## src/rtl/biquad8_pole_coeff_loader_pkg.sv

```systemverilog
// Shared constants for the biquad pole coefficient loader: FSM encoding,
// shadow register indices and the sequence-to-shadow replay order.
package biquad8_pole_coeff_loader_pkg;

  typedef enum logic [1:0] {
    ST_IDLE   = 2'd0,
    ST_SHIFT  = 2'd1,
    ST_UPDATE = 2'd2,
    ST_DONE   = 2'd3
  } state_e;

  localparam logic [1:0] COEF_A = 2'd0;
  localparam logic [1:0] COEF_B = 2'd1;
  localparam logic [1:0] COEF_C = 2'd2;
  localparam logic [1:0] COEF_D = 2'd3;

  localparam int SEQ_LEN = 4;

  // The filter chain fills from the far end, so the last stage (D) goes first.
  function automatic logic [1:0] seq_to_shadow(input logic [1:0] idx);
    return COEF_D - idx;
  endfunction

endpackage

```

## src/rtl/biquad8_pole_coeff_loader.sv

```systemverilog
// Shadow coefficient register file plus a replay FSM that shifts the four
// coefficients into the IIR chain and then fires a single update strobe.
module biquad8_pole_coeff_loader
  import biquad8_pole_coeff_loader_pkg::*;
#(
  parameter int COEFF_BITS = 18
) (
  input  logic                  clk,
  input  logic                  rst_n,
  input  logic                  wr_en_i,
  input  logic [1:0]            wr_adr_i,
  input  logic [COEFF_BITS-1:0] wr_dat_i,
  input  logic [1:0]            rd_adr_i,
  output logic [COEFF_BITS-1:0] rd_dat_o,
  input  logic                  load_i,
  output logic                  busy_o,
  output logic                  done_o,
  output logic [1:0]            coeff_adr_o,
  output logic [COEFF_BITS-1:0] coeff_dat_o,
  output logic                  coeff_wr_o,
  output logic                  coeff_update_o
);

  // Handshake: load_i is a one-cycle request with no ready; a request seen
  // while a sequence is running is remembered in pending_q and coalesced.

  state_e                state_q, state_d;
  logic [1:0]            idx_q, idx_d;
  logic                  pending_q, pending_d;
  logic [COEFF_BITS-1:0] shadow_q [SEQ_LEN];
  logic [COEFF_BITS-1:0] shadow_d [SEQ_LEN];
  logic [COEFF_BITS-1:0] snap_q [SEQ_LEN];
  logic [COEFF_BITS-1:0] snap_d [SEQ_LEN];
  logic [COEFF_BITS-1:0] rd_dat_q, rd_dat_d;
  logic [COEFF_BITS-1:0] coeff_dat_q, coeff_dat_d;
  logic [1:0]            coeff_adr_q, coeff_adr_d;
  logic                  coeff_wr_q, coeff_wr_d;
  logic                  coeff_update_q, coeff_update_d;
  logic                  busy_q, busy_d;
  logic                  done_q, done_d;

  always_comb begin
    shadow_d = shadow_q;
    if (wr_en_i) shadow_d[wr_adr_i] = wr_dat_i;

    state_d        = state_q;
    idx_d          = idx_q;
    pending_d      = pending_q;
    snap_d         = snap_q;
    rd_dat_d       = shadow_q[rd_adr_i];
    coeff_dat_d    = coeff_dat_q;
    coeff_adr_d    = coeff_adr_q;
    coeff_wr_d     = 1'b0;
    coeff_update_d = 1'b0;
    busy_d         = 1'b0;
    done_d         = 1'b0;

    case (state_q)
      ST_IDLE: begin
        if (load_i) begin
          // shadow_d carries any same-cycle write, so the snapshot includes it.
          snap_d  = shadow_d;
          idx_d   = 2'd0;
          state_d = ST_SHIFT;
        end
      end
      ST_SHIFT: begin
        coeff_wr_d  = 1'b1;
        coeff_adr_d = idx_q;
        coeff_dat_d = snap_q[seq_to_shadow(idx_q)];
        busy_d      = 1'b1;
        if (load_i) pending_d = 1'b1;
        if (idx_q == 2'(SEQ_LEN - 1)) begin
          state_d = ST_UPDATE;
        end else begin
          idx_d = idx_q + 2'd1;
        end
      end
      ST_UPDATE: begin
        // Kept a cycle apart from the last write so the filter sees settled stages.
        coeff_update_d = 1'b1;
        busy_d         = 1'b1;
        if (load_i) pending_d = 1'b1;
        state_d = ST_DONE;
      end
      ST_DONE: begin
        done_d = 1'b1;
        if (pending_q || load_i) begin
          pending_d = 1'b0;
          busy_d    = 1'b1;
          snap_d    = shadow_d;
          idx_d     = 2'd0;
          state_d   = ST_SHIFT;
        end else begin
          state_d = ST_IDLE;
        end
      end
      default: state_d = ST_IDLE;
    endcase
  end

  always_ff @(posedge clk or negedge rst_n) begin
    if (!rst_n) begin
      state_q        <= ST_IDLE;
      idx_q          <= 2'd0;
      pending_q      <= 1'b0;
      rd_dat_q       <= '0;
      coeff_dat_q    <= '0;
      coeff_adr_q    <= 2'd0;
      coeff_wr_q     <= 1'b0;
      coeff_update_q <= 1'b0;
      busy_q         <= 1'b0;
      done_q         <= 1'b0;
      for (int i = 0; i < SEQ_LEN; i++) begin
        shadow_q[i] <= '0;
        snap_q[i]   <= '0;
      end
    end else begin
      state_q        <= state_d;
      idx_q          <= idx_d;
      pending_q      <= pending_d;
      rd_dat_q       <= rd_dat_d;
      coeff_dat_q    <= coeff_dat_d;
      coeff_adr_q    <= coeff_adr_d;
      coeff_wr_q     <= coeff_wr_d;
      coeff_update_q <= coeff_update_d;
      busy_q         <= busy_d;
      done_q         <= done_d;
      for (int i = 0; i < SEQ_LEN; i++) begin
        shadow_q[i] <= shadow_d[i];
        snap_q[i]   <= snap_d[i];
      end
    end
  end

  assign rd_dat_o       = rd_dat_q;
  assign busy_o         = busy_q;
  assign done_o         = done_q;
  assign coeff_adr_o    = coeff_adr_q;
  assign coeff_dat_o    = coeff_dat_q;
  assign coeff_wr_o     = coeff_wr_q;
  assign coeff_update_o = coeff_update_q;

endmodule

```

## config.mk

```make
export PLATFORM = sky130hd
export DESIGN_NAME = biquad8_pole_coeff_loader
export DESIGN_NICKNAME = d
export VERILOG_FILES = /design/src/rtl/biquad8_pole_coeff_loader_pkg.sv /design/src/rtl/biquad8_pole_coeff_loader.sv
export SDC_FILE = /design/constraint.sdc
export NUM_CORES = 1
export LEC_CHECK = 0
export ABC_AREA = 1
export CORE_MARGIN = 10
export CORE_UTILIZATION = 50
export DETAILED_ROUTE_END_ITERATION = 8
export GPL_ROUTABILITY_DRIVEN = 0
export PLACE_DENSITY = 0.81
export SLEW_MARGIN = 0
export SYNTH_ARGS = -nofsm -noshare
export SYNTH_HDL_FRONTEND = slang
export SYNTH_SLANG_ARGS = --single-unit
```

## constraint.sdc

```tcl
create_clock -name clk -period 1.5 [get_ports clk]
set_input_delay 0.375 -clock clk [delete_from_list [all_inputs] [get_ports clk]]
set_output_delay 0.375 -clock clk [all_outputs]
set_load 0.01 [all_outputs]
```

### Word level (Yosys, flattened, before mapping)

Index checks and enable logic that the tools add are counted.

| word-level totals | value |
|---|---|
| bits in registers | 191 |
| input bits | 26 |
| output and inout bits | 42 |
| word-level logic and storage cells | 76 |

| operators by class | value |
|---|---|
| add/subtract/negate cells | 2 |
| magnitude comparators | 4 |
| eq/ne operators | 9 |
| multiplexer cells | 29 |
| bitwise logic cells | 3 |
| reductions and logical operators | 11 |

Operators by type and width:

| kind | number |
|---|---|
| two-way mux 72 bit | 3 |
| case mux 72 bit (2 select lines) | 1 |
| two-way mux 18 bit | 5 |
| binary-select mux 18 bit (select 2 bit) | 2 |
| bitwise mux 72 bit | 1 |
| demux 18 bit (select 2 bit) | 1 |
| two-way mux 2 bit | 5 |
| >= comparator 3 bit, second input constant | 3 |
| inverter 2 -> 3 bit | 3 |
| != test 2 bit, second input constant | 4 |
| case mux 2 bit (4 select lines) | 1 |
| two-way mux 1 bit | 7 |
| equality test 2 bit, second input constant | 3 |
| case mux 2 bit (3 select lines) | 1 |
| AND reduction 3 bit | 2 |
| case mux 1 bit (2 select lines) | 2 |
| AND reduction 4 bit | 1 |
| nonzero test 2 bit | 2 |
| less-than comparator 3 x 1 -> 1 bit, second input constant | 1 |
| nonzero test 3 bit | 1 |
| adder 2 x 1 -> 2 bit, second input constant | 1 |
| equality test 2 x 1 -> 1 bit, second input constant | 1 |
| logical NOT 2 bit | 1 |
| != test 2 x 1 -> 1 bit, second input constant | 1 |
| other kinds (5) | 5 |

### Longest topological paths before layout

Gate-level depths: netlist (run 1).

| depth | value |
|---|---|
| depth in word-level cells | 9 |
| depth in mapped cells | 8 |
| mapped depth without buffers | 7 |

### Least setup slack after synthesis (run 1)

OpenSTA, ideal clock, no wires.

| timing | value |
|---|---|
| kind | register -> register |
| from | register state_q[0] |
| to | register snap_q[0] in the netlist's numbering |
| setup time | 0.065 ns |
| arrival time | 1.411 ns |
| required time | 1.435 ns |
| setup slack | 0.024 ns |
| stages on the path, launching flop included | 9 |
| buffers on the path | 2 |
| period minus slack after synthesis | 1.476 ns |
| cells stage by stage | dfrtp_1 > inv_1 > ha_1 > nor2_1 > nand3b_1 > buf_4 > buf_4 > nand2_1 > nand2_1 |

| on the way | value |
|---|---|
| word-level cells in the longest chain between the ends | 3 |
| elaborated cells on any way between the ends | 7 |
| classes of those cells | eq/ne (3); mux (1); reduce/logical (3) |

RTL lines:

| what | line | text |
|---|---|---|
| from (decl) | biquad8_pole_coeff_loader.sv:27 | `state_e state_q, state_d;` |
| from (signal assigned) | biquad8_pole_coeff_loader.sv:119 | `state_q <= state_d;` |
| equality test 2 bit or logical NOT 2 bit (tied branches) | biquad8_pole_coeff_loader.sv:58 | `case (state_q)` |
| != test 2 bit (no line) or nonzero test 2 bit (tied branches) | n/a |  |
| AND reduction 3 bit (no line) | n/a |  |
| to (signal, indexed assignment) | biquad8_pole_coeff_loader.sv:131 | `snap_q[i] <= snap_d[i];` |
| to (decl) | biquad8_pole_coeff_loader.sv:32 | `logic [COEFF_BITS-1:0] snap_q [SEQ_LEN];` |

Several ways; a longest one is shown, not always the timed one.
A chain may end at the register's enable or synchronous reset.

### Worst setup path after layout (run 1)

| timing | value |
|---|---|
| from | register state_q[0] |
| to | register snap_q[43] in the netlist's numbering |

Same word-level chain as after synthesis.

==> impl_metrics.toml, run 1 <==
[global_routing]
grt_antenna_before_repair = 0
grt-ovfl-total = 0
grt_max_degree = 46
grt_util_all_layers_pct = 24.16
grt_pass1_wl_mm = 42.62
grt_pass1_vias = 8151

[placement]
post-dp-hpwl_mm = 16.40
port_buffers = 67
dpl_worst_slack_ns = -0.4376

[synth]
seq_total_area_yosys_pct = 56.21
synth-warning-count = 0
synthDominantAreaCellType = "sky130_fd_sc_hd__dfrtp_1"
syn-mean-instance-area_um2 = 8.320
ys_top_cells_by_area = "sky130_fd_sc_hd__dfrtp_1, sky130_fd_sc_hd__nand2_1, sky130_fd_sc_hd__nand4_1"
synth_top_cell_area_share_pct = 56.21
synth_cells = 1022
synth.net_count = 1055
synth_area_mm2 = 0.008503
synth.distinct_cells = 26
ys_seq_elements = 191

[detailed_routing]
drt-total-wl_mm = 27.08
drcViolationCount = 0
dr_total_vias = 7885
via_per_inst = 5.714
number_of_antenna_violating_nets_in_the_routed_design = 0
drt_first_iter_violations = 938
wl_per_cell_um = 19.62
drt_first_pass_iters = 7

[sta]
final-hold-violation-count = 0
worst_slack_ns = -0.1424
worst_hold_slack_ns = 0.4312
max_freq_mhz = 608.9
worst_pin_slew_ns = 0.5506
fin_skew_ns = 0.01258
setup_viol_count_final = 70
rsz0062_at_grt = "true"
max_slew_margin_pct = 62.90
final.min_clock_period_ns = 1.642
final_min_period_over_clock_period_pct = 109.5
timing.final.max_slew_violations = 0

[clocking]
clk-insertion-delay-late_ns = 0.44
cts-htree-levels = 4
clock-sinks = 191
cts.reportedPaths.clkPinSlew_ns = 0.07
numCtsBuffers = 17
cts_tree = "built"
cts-root-buf = "sky130_fd_sc_hd__clkbuf_16"
clk_path_buf_depth = 2

[setup_path]
crit-reg2reg-launch = "state_q[0]"
path_buf_inv = 5
critical_path.max_fanout = 9
critical_path.startpoint_type = "register"
critPathCapture = "snap_q[43]"
internal_reg_to_reg_setup_slack_ns = -0.14
max_stage_delay_ns = 0.43
crit_path_launch = "state_q[0]"
worst_ep_required_time_ns = 1.82
worstSetupPathType = "register to register"
critical_path.top_delay_family = "buffers and inverters"
timing.critical_path.slowest_stage_cell = "sky130_fd_sc_hd__dfrtp_1"
worstPathCellList = "buf_6 > ha_4 > nor2_4 > buf_6 > nor2_4 > buf_12 > buf_4 > buf_16 > nand2_1 > nand2_1"
timing.critical_path.arrival_ns = 1.96
cp_num_cells = 10
r2r_end = "snap_q[43]"
cp-end-kind = "register"
reg2reg_depth = 10

[run_status]
run_status = "finished with violations"
failed_checks = "negative setup slack"

[die]
io_pins = 68
dieArea_mm2 = 0.02262
design.core.area_mm2 = 0.01664
floorplan.rows = 47
starting_density_of_the_core_pct = 51.09
die_width_um = 150.4
floorplan.die.height_um = 150.4

[pwr]
total_switching_power_mw = 8.210
internal_power_of_the_cells_mw = 13.65
power_frac_clock_pct = 19.8
combPwrFrac_pct = 46.0
power-per-cell-area_mw_per_mm2 = 1947
ir_worst_vdd_mv = 1.254
power_leakage_nw = 5.866
swShare_pct = 37.55
pwr-share-seq_pct = 34.2

[finish]
layout-drive-gt1-share_pct = 19.74
most_common_cell_after_layout_fill_and_taps_aside = "sky130_fd_sc_hd__nand2_1"
most-common-layout-cells = "sky130_fd_sc_hd__nand2_1, sky130_fd_sc_hd__dfrtp_1, sky130_fd_sc_hd__nor2_1"
nets = 1181
syn_to_final_growth_pct = 32.03
antenna_cells = 0
filler_cell_count_in_the_final_layout = 1241

[min_path]
min_path_type = "input port to asynchronous set/reset pin"

[run]
drv_cap = 0
[through the flow]
stage | util (%) | instances | TNS (ns) | area [um^2] | power (mW)
6_report | 67.46 | 1380 | -7.345 | 11230 | 21.86
5_1_grt | 67.46 | 1380 | -11.39 | 11230 | 22.98
4_1_cts | 66.34 | 1378 | -6.629 | 11040 | 21.09
3_5_place_dp | 59.54 | 1321 | -35.25 | 9910 | 14.53
3_3_place_gp | 59.54 | 1321 | -30.64 | 9910 | 14.31
2_1_floorplan | - | 1022 | 0 | 8503 | 11.35
[state kept, by name (all words and copies together) (netlist names)]
| register | cells |
|---|---|
| coeff_dat_o | 18 |
| coeff_adr_o | 2 |
| pending_q | 1 |
| busy_o | 1 |
| done_o | 1 |
| snap_q | 72 |
| coeff_update_o | 1 |
| shadow_q | 72 |
| coeff_wr_o | 1 |
| idx_q | 2 |
| state_q | 2 |
| rd_dat_o | 18 |
[logic make-up (layout without fill, tap and decap cells)]
group,count (synthesis),after routing,share of synthesized area [%]
adder cells (fa/ha/maj),7,7,1.030
flip-flops,191,191,56.21
AO/OA/AOI/OAI,97,97,6.386
buffers and inverters,126,264,6.827
AND/OR/NAND/NOR,601,601,29.55
[power by group through the flow]
stage / sequential, mW / clock (mW) / combinational (mW)
floorplan: 7.35 / 0 / 3.99
global placement: 7.38 / 0 / 6.94
detailed placement: 7.41 / 0 / 7.13
CTS: 7.37 / 4.34 / 9.38
global route: 7.60 / 4.56 / 10.8
finish: 7.48 / 4.32 / 10.1
[worst reg2reg max path: stages (launching register included)]
cell and delay, ns:
sky130_fd_sc_hd__dfrtp_1 0.43, sky130_fd_sc_hd__buf_6 0.15, sky130_fd_sc_hd__ha_4 0.16, sky130_fd_sc_hd__nor2_4 0.09, sky130_fd_sc_hd__buf_6 0.11, sky130_fd_sc_hd__nor2_4 0.04, sky130_fd_sc_hd__buf_12 0.15, sky130_fd_sc_hd__buf_4 0.15
sky130_fd_sc_hd__buf_16 0.13, sky130_fd_sc_hd__nand2_1 0.06, sky130_fd_sc_hd__nand2_1 0.06
[synthesized netlist by cell type, drive strengths merged]
cell type,number
inv,63
or2,10
nor2,67
ha,7
nand4,57
o21ai,67
nand3b,1
o21bai,1
o22ai,18
dfrtp,191
a21oi,1
clkbuf,17
clkinv,2
nand3,32
o211ai,10
buf,44
nand2,434
[worst min-delay path by stage]
stage | slack (ns) | cells past startpoint | start | to
final | 0.43 | 2 | rst_n | rd_dat_o[0]
after CTS | 0.41 | 4 | wr_en_i | shadow_q[35]
after global routing | 0.46 | 4 | wr_en_i | shadow_q[35]
after floorplan | 0.08 | 0 | rst_n | busy_o
after detailed placement | 0.32 | 1 | rst_n | rd_dat_o[0]
after global placement | 0.32 | 1 | rst_n | rd_dat_o[0]
[per-layer routing]
| metal | part of all wire, % | GRT usage (%) | up-vias |
|---|---|---|---|
| li1 | - | - | 3526 |
| met1 | 36 | 27.62 | 3814 |
| met2 | 51 | 41.05 | 434 |
| met3 | 7.5 | 4.562 | 111 |
| met4 | 5.9 | 14.97 | 0 |
| met5 | 0 | 0 | - |
[cell type report]
cell class | count | area [um^2] | share of cell area [%]
sequential | 191 | 4780 | 42.57
multi-input combinational | 705 | 3436 | 30.60
timing repair buffer | 168 | 1943 | 17.31
clock buffer | 22 | 464.2 | 4.135
tap | 220 | 275.3 | 2.452
inverter | 65 | 244.0 | 2.173
clock inverter | 9 | 85.08 | 0.7578
[timing repair]
action | in CTS | in global routing
hold endpoints to repair | 28 | 0
endpoints found under the setup margin | 124 | 96
gates resized for setup | 120 | 70
buffers inserted | 19 | 3
pin swaps | 35 | 13
hold buffers | 1 | 0
gates cloned | 8 | 1
Power figures use the tool's default switching activity.
==> run 2, diff against run 1 <==
--- a/config.mk
+++ b/config.mk
@@ -9,7 +9,7 @@
 export CORE_MARGIN = 10
 export CORE_UTILIZATION = 50
 export DETAILED_ROUTE_END_ITERATION = 8
-export GPL_ROUTABILITY_DRIVEN = 0
+export MAX_ROUTING_LAYER = met4
 export PLACE_DENSITY = 0.81
 export SLEW_MARGIN = 0
 export SYNTH_ARGS = -nofsm -noshare
==> impl_metrics.toml, run 2 (synthesis gave the netlist of run 1 again) <==
[die]
die_width_um = 150.4
floorplan.rows = 47
floorplan.die.height_um = 150.4
starting_density_of_the_core_pct = 51.09
design.core.area_mm2 = 0.01664
dieArea_mm2 = 0.02262
io_pins = 68

[clocking]
cts-root-buf = "sky130_fd_sc_hd__clkbuf_16"
cts-htree-levels = 4
clk-insertion-delay-late_ns = 0.44
clk_path_buf_depth = 2
cts_tree = "built"
cts.reportedPaths.clkPinSlew_ns = 0.07
clock-sinks = 191
numCtsBuffers = 17

[sta]
final-hold-violation-count = 0
worst_slack_ns = -0.1475
setup_viol_count_final = 69
fin_skew_ns = 0.01076
max_slew_margin_pct = 60.66
worst_hold_slack_ns = 0.4304
rsz0062_at_grt = "true"
timing.final.max_slew_violations = 0
tns_ns = -7.271
final_min_period_over_clock_period_pct = 109.8
max_freq_mhz = 607.0
final.min_clock_period_ns = 1.648
worst_pin_slew_ns = 0.5839

[setup_path]
max_stage_delay_ns = 0.43
timing.critical_path.arrival_ns = 1.96
reg2reg_depth = 9
critical_path.max_fanout = 9
worst_ep_required_time_ns = 1.81
internal_reg_to_reg_setup_slack_ns = -0.15
critical_path.startpoint_type = "register"
crit-reg2reg-launch = "state_q[0]"
worstSetupPathType = "register to register"
cp-end-kind = "register"
worstPathCellList = "buf_6 > ha_4 > nor2_4 > buf_6 > nor2_4 > buf_12 > bufbuf_16 > nand2_1 > nand2_1"
timing.critical_path.slowest_stage_cell = "sky130_fd_sc_hd__dfrtp_1"
crit_path_launch = "state_q[0]"
r2r_end = "snap_q[1]"

[finish]
antenna_cells = 0
ff_latch_area_mm2 = 0.004780
biggest_registers_after_layout = "shadow_q x72, snap_q x72"
most_common_cell_after_layout_fill_and_taps_aside = "sky130_fd_sc_hd__nand2_1"
nets = 1179
filler_cell_count_in_the_final_layout = 1240
most-common-layout-cells = "sky130_fd_sc_hd__nand2_1, sky130_fd_sc_hd__dfrtp_1, sky130_fd_sc_hd__nand2_2"
multiInputGateArea_mm2 = 0.003433
layout-drive-gt1-share_pct = 20.21
area_of_all_placed_cells_without_fillers_mm2 = 0.01118
syn_to_final_growth_pct = 31.52
share_of_the_core_filled_with_cells_in_the_final_layout_pct = 67.20

[run]
drv_cap = 0

[global_routing]
grt-ovfl-total = 0
grt_antenna_before_repair = 0
grt_max_degree = 46
grt_pass1_vias = 8147
gr-max-usage-layer = "met2"
global_route.usage.met3_pct = 4.532
grt_pass1_wl_mm = 42.60
grt_util_all_layers_pct = 24.84
global_route.usage.met2_pct = 41.14
grt_util_met1_pct = 27.65

[detailed_routing]
drcViolationCount = 0
via_per_inst = 5.729
dr_total_vias = 7894
wl_per_cell_um = 19.54
drt_first_pass_iters = 6
drt_first_iter_violations = 904
number_of_antenna_violating_nets_in_the_routed_design = 0
drt-total-wl_mm = 26.92

[placement]
place_congestion = 0.9043
post-dp-hpwl_mm = 16.40
dpl_worst_slack_ns = -0.4376
port_buffers = 67
place_area_mm2 = 0.009910

[pwr]
power-per-cell-area_mw_per_mm2 = 1936
ir_worst_vdd_mv = 1.255
power_leakage_nw = 5.827

[run_status]
run_status = "finished with violations"
failed_checks = "negative setup slack"

[min_path]
min_path_type = "input port to asynchronous set/reset pin"
-- run 2: timing repair --
item | CTS | global route
endpoints found under the setup margin | 124 | 96
endpoints found under the hold margin | 28 | 0
setup buffers | 19 | 2
gates cloned | 8 | 0
hold buffers | 1 | 0
pin swaps | 35 | 9
resized for setup | 120 | 67
-- run 2: per-layer routing --
metal  routed length [um]  up-vias
li1                     -     3523
met1                 9637     3808
met2                13790      451
met3                 2047      112
met4                 1451        0
met5                    0        -
-- run 2: worst max path at each step --
stage | endpoint | slack [ns]
6_report | snap_q[1] | -0.15
5_1_grt | snap_q[5] | -0.20
4_1_cts | snap_q[61] | -0.13
3_5_place_dp | snap_q[5] | -0.44
3_3_place_gp | snap_q[5] | -0.34
2_1_floorplan | snap_q[0] | 0.02
-- run 2: layout make-up --
cell class,instances,share of cell area (%)
Clock buffer,22,4.151
Tap cell,220,2.461
Timing Repair Buffer,166,17.01
Inverter,65,2.182
Multi-Input combinational cell,705,30.70
Sequential cell,191,42.74
Clock inverter,9,0.7608
-- run 2: stage by stage --
stage | std cells | power [mW]
6_report | 1378 | 21.66
5_1_grt | 1378 | 22.78
4_1_cts | 1378 | 21.09
3_5_place_dp | 1321 | 14.53
3_3_place_gp | 1321 | 14.31
2_1_floorplan | 1022 | 11.35
-- run 2: worst max-delay path: cells and delay by family (launching register included) --
| family | cells | cell delay, ns |
|---|---|---|
| and+or+nand+nor | 4 | 0.26 |
| DFF | 1 | 0.43 |
| adders and majority gates | 1 | 0.16 |
| buffers and inverters | 4 | 0.68 |
-- run 2: power breakdown --
group	switching [mW]	leakage [nW]	internal (mW)
clock	1.96	0.262	2.37
sequential	0.911	2.44	6.57
combinational	5.27	3.13	4.59
==> run 3, diff against run 2 <==
--- a/config.mk
+++ b/config.mk
@@ -6,6 +6,7 @@
 export NUM_CORES = 1
 export LEC_CHECK = 0
 export ABC_AREA = 1
+export CAP_MARGIN = 40
 export CORE_MARGIN = 10
 export CORE_UTILIZATION = 50
 export DETAILED_ROUTE_END_ITERATION = 8
==> results of run 3 <==
No change in the layout: final DEF, timing and power equal those of run 2.
